[src/rtl/bcd_updown_timer.sv]
// N-digit BCD up/down counter stepped by an internal prescaler tick, with
// parallel load, synchronous clear, wrap/saturate limits and status pulses.
module bcd_updown_timer #(
   parameter int NUM_DIGITS = 4,
   parameter int TICK_DIV   = 10000000,
   parameter int DIV_W      = 24,
   parameter int SATURATE   = 0
) (
   input  logic                    clk,
   input  logic                    reset,
   input  logic                    enable,
   input  logic                    up,
   input  logic                    clear,
   input  logic                    load,
   input  logic [4*NUM_DIGITS-1:0] load_value,
   output logic [4*NUM_DIGITS-1:0] digits,
   output logic                    step,
   output logic                    rollover,
   output logic                    at_zero,
   output logic                    at_max
);

   localparam int W = 4 * NUM_DIGITS;
   localparam logic [DIV_W-1:0] TICK_LAST = DIV_W'(TICK_DIV - 1);

   logic [DIV_W-1:0] prescaler;
   logic             step_now;
   logic [W-1:0]     inc_digits;
   logic [W-1:0]     dec_digits;
   logic [W-1:0]     clamped_load;
   logic [W-1:0]     step_digits;
   logic             at_limit;
   logic             carry;
   logic             borrow;

   assign step_now = enable && (prescaler == TICK_LAST);

   // Ripple increment/decrement across digits; a full wrap falls out naturally
   // (all nines -> all zeros, all zeros -> all nines).
   always_comb begin
      inc_digits   = digits;
      dec_digits   = digits;
      clamped_load = load_value;
      carry        = 1'b1;
      borrow       = 1'b1;
      at_zero      = 1'b1;
      at_max       = 1'b1;
      for (int i = 0; i < NUM_DIGITS; i++) begin
         if (digits[4*i +: 4] != 4'd0) at_zero = 1'b0;
         if (digits[4*i +: 4] != 4'd9) at_max = 1'b0;
         if (carry) begin
            if (digits[4*i +: 4] >= 4'd9) begin
               inc_digits[4*i +: 4] = 4'd0;
            end else begin
               inc_digits[4*i +: 4] = digits[4*i +: 4] + 4'd1;
               carry = 1'b0;
            end
         end
         if (borrow) begin
            if (digits[4*i +: 4] == 4'd0) begin
               dec_digits[4*i +: 4] = 4'd9;
            end else begin
               dec_digits[4*i +: 4] = digits[4*i +: 4] - 4'd1;
               borrow = 1'b0;
            end
         end
         if (load_value[4*i +: 4] > 4'd9) clamped_load[4*i +: 4] = 4'd9;
      end
   end

   always_comb begin
      at_limit    = up ? at_max : at_zero;
      step_digits = up ? inc_digits : dec_digits;
      if ((SATURATE != 0) && at_limit) step_digits = digits;
   end

   always_ff @(posedge clk) begin
      if (reset || clear) begin
         digits    <= '0;
         prescaler <= '0;
         step      <= 1'b0;
         rollover  <= 1'b0;
      end else if (load) begin
         digits    <= clamped_load;
         prescaler <= '0;
         step      <= 1'b0;
         rollover  <= 1'b0;
      end else begin
         step     <= 1'b0;
         rollover <= 1'b0;
         if (enable) prescaler <= step_now ? '0 : prescaler + 1'b1;
         if (step_now) begin
            digits   <= step_digits;
            step     <= 1'b1;
            rollover <= at_limit;
         end
      end
   end

endmodule

[config.mk]
export PLATFORM = sky130hd
export DESIGN_NAME = bcd_updown_timer
export DESIGN_NICKNAME = d
export VERILOG_FILES = /design/src/rtl/bcd_updown_timer.sv
export SDC_FILE = /design/constraint.sdc
export NUM_CORES = 1
export LEC_CHECK = 0
export ABC_CLOCK_PERIOD_IN_PS = 2900
export BUFFER_PORTS_ARGS = -buffer_cell sky130_fd_sc_hd__buf_2
export CAP_MARGIN = 40
export CORE_MARGIN = 3
export CORE_UTILIZATION = 50
export DETAILED_ROUTE_END_ITERATION = 12
export GPL_ROUTABILITY_DRIVEN = 0
export PLACE_DENSITY = 0.74
export RECOVER_POWER = 50
export SLEW_MARGIN = 5
export SYNTH_ARGS = -nofsm -noshare
export SYNTH_HDL_FRONTEND = slang
export SYNTH_SLANG_ARGS = --single-unit
[constraint.sdc]
create_clock -name clk -period 2.9 [get_ports clk]
set_clock_uncertainty 0.15 [all_clocks]
set_input_delay 0.145 -clock clk [delete_from_list [all_inputs] [get_ports clk]]
set_output_delay 0.145 -clock clk [all_outputs]
set_load 0.02 [all_outputs]
==> results.sh, run 1 <==
export IMPL_outcome="completed"
export IMPL_cts_root_buf="clkbuf_8"
export IMPL_ir_worst_vdd_mv=0.204
export IMPL_totalWireLength_um=6930
export IMPL_r2r_end="digits[1]"
export IMPL_synth_avg_cell_area_sq_um=7.77
export IMPL_place_hpwl_um=4980
export IMPL_portBuffers=41
export IMPL_maxCapViolations=0
export IMPL_synth_area_sq_mm=0.00286
export IMPL_hold_depth=3
export IMPL_finalSetupTns_ps=0
export IMPL_ios=42
export IMPL_finalCritPeriodShare=0.915
export IMPL_p_leak_nw=1.04
export IMPL_die_w_um=81.6
export IMPL_critPathLaunchType="flop"
export IMPL_antenna_found_initial=0
export IMPL_grt_use_total=0.219
export IMPL_crit_end="digits[1]"
export IMPL_worstMarginPinSlew_ps=856
export IMPL_fin_crit_ps=2650
export IMPL_crit_arrival_ps=2700
export IMPL_synth_top_area_cell="dfxtp_1"
export IMPL_final_hold_violation_count=0
export IMPL_timing_hold_ws_ps=28.3
export IMPL_yosysSeqAreaShare=0.294
export IMPL_cts_buffers=5
export IMPL_rsz0062_at_grt="no"
export IMPL_drc=0
export IMPL_synth_edf_count=0
export IMPL_num_antenna_cells=0
export IMPL_syn_num_nets=404
export IMPL_grt_pass1_vias=2463
export IMPL_r2r_start="prescaler[17]"
export IMPL_drive_gt1_frac=0.108
export IMPL_synth_cell_types=56
export IMPL_postCtsHoldBufs=0
export IMPL_wl_per_cell_um=14.8
export IMPL_syn_to_final_growth_pct=9.58
export IMPL_fin_nets=435
export IMPL_ys_seq_elements=42
export IMPL_synth_top_cell_area_share=0.294
export IMPL_cp_end_kind="flop"
export IMPL_cts_resized=0
export IMPL_grt_ovfl_total=0
export IMPL_dieArea_sq_mm=0.00666
export IMPL_clockBufferDepth=2
export IMPL_finalSetupViolations=0
export IMPL_ys_warn_count=0
export IMPL_rr_worst_depth=6
export IMPL_maxSlewViolCount=0
export IMPL_yosys_top_cells_area="dfxtp_1, nor2_1, ha_1, xnor2_1, a21oi_1"
export IMPL_rrSetupSlack_ps=250
export IMPL_clkLatencyLatePin_ps=290
export IMPL_grt_pass1_wl_um=11700
export IMPL_p_per_area_mw_per_mm2=371
export IMPL_start_util=0.539
export IMPL_final_cell_mix="nor2_1, dfxtp_1, a21oi_1"
export IMPL_grt_max_degree=24
export IMPL_final_common_cell="nor2_1"
export IMPL_drt_iter0_drc=192
export IMPL_post_cts_buffers=0
export IMPL_clk_pin_slew_worst_paths_ps=80
export IMPL_worst_setup_path_type="reg2reg"
export IMPL_rows=26
export IMPL_hp_class="in2reg"
export IMPL_core_area_sq_mm=0.00530
export IMPL_cts_tree="built"
export IMPL_drtPass1Iterations=5
export IMPL_ys_flop_type="dfxtp_1"
export IMPL_htreeDepth=2
export IMPL_clock_fmax_mhz=377
export IMPL_async_flop_share=0
export IMPL_num_vias=2761
export IMPL_critPathLaunch="prescaler[17]"
export IMPL_required_ps=2950
export IMPL_antenna_left=0
export IMPL_die_h_um=81.6
export IMPL_syn_inst=368
export IMPL_relSlewSlack=0.427
export IMPL_via_per_inst=5.89
export IMPL_worstPathMaxFanout=13
export IMPL_numClockSinks=42
## area by class of cell
class / instances / area (sq um)
clock inverter: 2 / 10.0
sequential: 42 / 841
multi-input combinational: 291 / 1870
timing repair buffer: 44 / 200
tap: 70 / 87.6
fill: 524 / 2170
inverter: 15 / 56.3
clock buffer: 5 / 68.8
## how the worst min path moves through the flow
stage	end	from	slack [ps]
final	digits[4]	load_value[4]	30
after global routing	prescaler[0]	enable	70
after CTS	digits[4]	load_value[4]	20
after detailed placement	digits[4]	load_value[4]	330
after global placement	prescaler[0]	enable	330
after floorplan	prescaler[0]	enable	160
## critical path, cell delays in order (launching register included)
cell,delay [ps]
dfxtp_1,360
or4_1,520
or4_4,570
o21ai_2,490
buf_4,220
nor2_1,40
a211oi_1,210
## where the power goes
part,internal (mW),total (mW),switching [mW]
combinational,0.0798,0.203,0.123
clock,0.162,0.356,0.195
sequential,0.584,0.604,0.0193
total,0.826,1.16,0.337
## routing by layer
layer / vias to the layer above / track usage / routed length (um) / part of all wire
li1: 1386 / - / - / -
met1: 1279 / 0.336 / 3520 / 0.51
met2: 91 / 0.316 / 2920 / 0.42
met3: 5 / 0.0384 / 441 / 0.064
met4: 0 / 0.0532 / 43 / 0.0062
met5: - / 0 / 0 / 0
## sequential cells by signal, summed over array words and instances (netlist names)
name and flops:
digits 16, prescaler 24, rollover 1, step 1
## kinds of logic after synthesis
logic type,after synthesis,share of synthesized area
and+or+nand+nor,160,0.306
adders and majority gates,14,0.0612
AOI/OAI and AO/OA,91,0.210
DFF,42,0.294
muxes,1,0.00394
buffers and inverters,35,0.0486
xor gates and xnor gates,25,0.0766
## synthesized netlist by cell type, types with 3 or more instances
| cell type | instances |
|---|---|
| nor3b_1 | 4 |
| o21ai_0 | 15 |
| inv_1 | 15 |
| a311oi_1 | 5 |
| nor4_1 | 3 |
| nor2b_1 | 14 |
| ha_1 | 14 |
| nand3b_1 | 7 |
| nor2_1 | 47 |
| a211oi_1 | 3 |
| xor2_1 | 5 |
| buf_2 | 3 |
| nand2_1 | 16 |
| clkbuf_1 | 15 |
| and4_1 | 4 |
| nand4_1 | 5 |
| a21oi_1 | 31 |
| or3b_2 | 6 |
| a31oi_1 | 6 |
| nand2b_1 | 7 |
| o31a_1 | 4 |
| nor4b_1 | 3 |
| dfxtp_1 | 42 |
| nor3_1 | 12 |
| a21o_1 | 3 |
| xnor2_1 | 20 |
| nand3_1 | 18 |
| o31ai_1 | 5 |
## per-stage QoR
| step | std cells | total power, mW | utilization | area (sq um) | worst slack [ps] |
|---|---|---|---|---|---|
| floorplan | 368 | 0.757 | - | 2860 | 445 |
| global placement | 462 | 0.817 | 0.583 | 3090 | 384 |
| detailed placement | 462 | 0.819 | 0.583 | 3090 | 315 |
| CTS | 469 | 1.17 | 0.598 | 3170 | 287 |
| global route | 469 | 1.22 | 0.591 | 3130 | 92.9 |
| finish | 469 | 1.16 | 0.591 | 3130 | 248 |
No activity file was read; power rests on OpenSTA's default activity.
==> run 2: changes to the inputs <==
- MAX_ROUTING_LAYER: unset -> met4
==> run 2 against run 1 <==
Non-clock buffer count is the same. Sequential power is essentially flat. Worst setup slack gained 3.3 ps. Cell area is the same. Clock power is essentially flat. Maximum frequency grew 0.13%. Register-to-register slack is essentially flat. Critical endpoint is now digits[6].
==> results.sh, run 2 (same netlist as run 1, synthesis figures left out) <==
export IMPL_clock_fmax_mhz=378
export IMPL_fin_nets=435
export IMPL_antenna_left=0
export IMPL_grt_use_met3=0.0373
export IMPL_cts_tree="built"
export IMPL_worstPathCellList="or4_1 > or4_4 > o31ai_1 > o21ai_0 > a21oi_1"
export IMPL_worstPathMaxFanout=6
export IMPL_syn_to_final_growth_pct=9.58
export IMPL_via_per_inst=5.90
export IMPL_num_antenna_cells=0
export IMPL_required_ps=2970
export IMPL_worstMarginPinSlew_ps=896
export IMPL_portBuffers=41
export IMPL_worst_setup_path_type="reg2reg"
export IMPL_grt_pass1_wl_um=11700
export IMPL_die_w_um=81.6
export IMPL_post_cts_buffers=0
export IMPL_grt_use_total=0.225
export IMPL_dp_cells=462
export IMPL_cp_end_kind="flop"
export IMPL_busiest_layer="met1"
export IMPL_dpl_instance_area_sq_mm=0.00309
export IMPL_met1_usage=0.334
export IMPL_numClockSinks=42
export IMPL_p_leak_nw=1.04
export IMPL_critPathLaunchType="flop"
export IMPL_maxSlewViolCount=0
export IMPL_critPathTopFamily="simple AND/OR/NAND/NOR gates"
export IMPL_ios=42
export IMPL_grt_ovfl_total=0
export IMPL_crit_arrival_ps=2720
export IMPL_drtPass1Iterations=5
export IMPL_wl_per_cell_um=14.8
export IMPL_finalSetupTns_ps=0
export IMPL_utilization=0.591
export IMPL_drt_iter0_drc=175
export IMPL_finalCritPeriodShare=0.913
export IMPL_fill_cells=524
export IMPL_top_regs="prescaler: 24 flops, digits: 16 flops"
export IMPL_final_hold_violation_count=0
export IMPL_dieArea_sq_mm=0.00666
export IMPL_clockBufferDepth=2
export IMPL_met2_usage=0.318
export IMPL_cts_buffers=5
export IMPL_rows=26
export IMPL_multi_input_area_sq_mm=0.00187
export IMPL_finalSetupViolations=0
export IMPL_fin_crit_ps=2650
export IMPL_place_ws_ps=315
export IMPL_place_hpwl_um=4980
export IMPL_rsz0062_at_grt="no"
export IMPL_p_per_area_mw_per_mm2=371
export IMPL_largest_register="prescaler"
export IMPL_clk_pin_slew_worst_paths_ps=80
export IMPL_num_vias=2768
export IMPL_htreeDepth=2
export IMPL_crit_buf_inv=0
export IMPL_critical_path_slowest_cell="o31ai_1"
export IMPL_largest_reg_flops=24
export IMPL_antenna_found_initial=0
export IMPL_totalWireLength_um=6920
export IMPL_timing_hold_ws_ps=40.0
export IMPL_outcome="completed"
export IMPL_stdcell_count=469
export IMPL_ir_worst_vdd_mv=0.204
export IMPL_postCtsHoldBufs=0
export IMPL_fin_ws_ps=251
export IMPL_final_common_cell="nor2_1"
export IMPL_die_h_um=81.6
export IMPL_drive_gt1_frac=0.108
export IMPL_clkLatencyLatePin_ps=290
export IMPL_maxCapViolations=0
export IMPL_hp_class="in2reg"
export IMPL_cts_resized=0
export IMPL_drc=0
export IMPL_grt_pass1_vias=2470
export IMPL_relSlewSlack=0.401
export IMPL_final_cell_mix="nor2_1, dfxtp_1, a21oi_1"
export IMPL_grt_max_degree=24
export IMPL_core_area_sq_mm=0.00530
export IMPL_cts_root_buf="clkbuf_8"
export IMPL_fin_area_sq_mm=0.00313
export IMPL_slowest_delay_ps=620
export IMPL_power_mw=1.16
export IMPL_start_util=0.539
export IMPL_seqCellArea_sq_um=841
run 2: cell counts in the layout (fill, tap and decap cells not counted):
No cell type changed its count.
run 2: path summary, 6_finish.rpt:
check                 from  depth (start not counted)            end  slack [ps]
max          prescaler[17]                          5      digits[6]         250
min                 enable                          3   prescaler[0]          40
max reg2reg  prescaler[17]                          5      digits[6]         250
min reg2reg  prescaler[23]                          2  prescaler[23]         380
run 2: cell type report:
cell class                 instances  area share
timing repair buffer              44      0.0639
inverter                          15      0.0180
sequential                        42       0.268
clock inverter                     2     0.00319
multi-input combinational        291       0.597
tap                               70      0.0279
clock buffer                       5      0.0220
run 2: layer usage:
metal  vias to the layer above  wire, um
li1                       1387         -
met1                      1278      3440
met2                        96      2930
met3                         7       499
met4                         0        53
met5                         -         0
run 2: where the power goes:
group	internal, mW	total [mW]	switching (mW)	leakage [nW]
Sequential	0.584	0.604	0.0193	0.340
Combinational	0.0797	0.203	0.123	0.661
Clock	0.162	0.356	0.195	0.0438
Total	0.826	1.16	0.337	1.04
run 2: tightest hold or removal path: stages:
cell      delay [ps]
buf_2            140
nand3b_1          80
a21boi_0          70
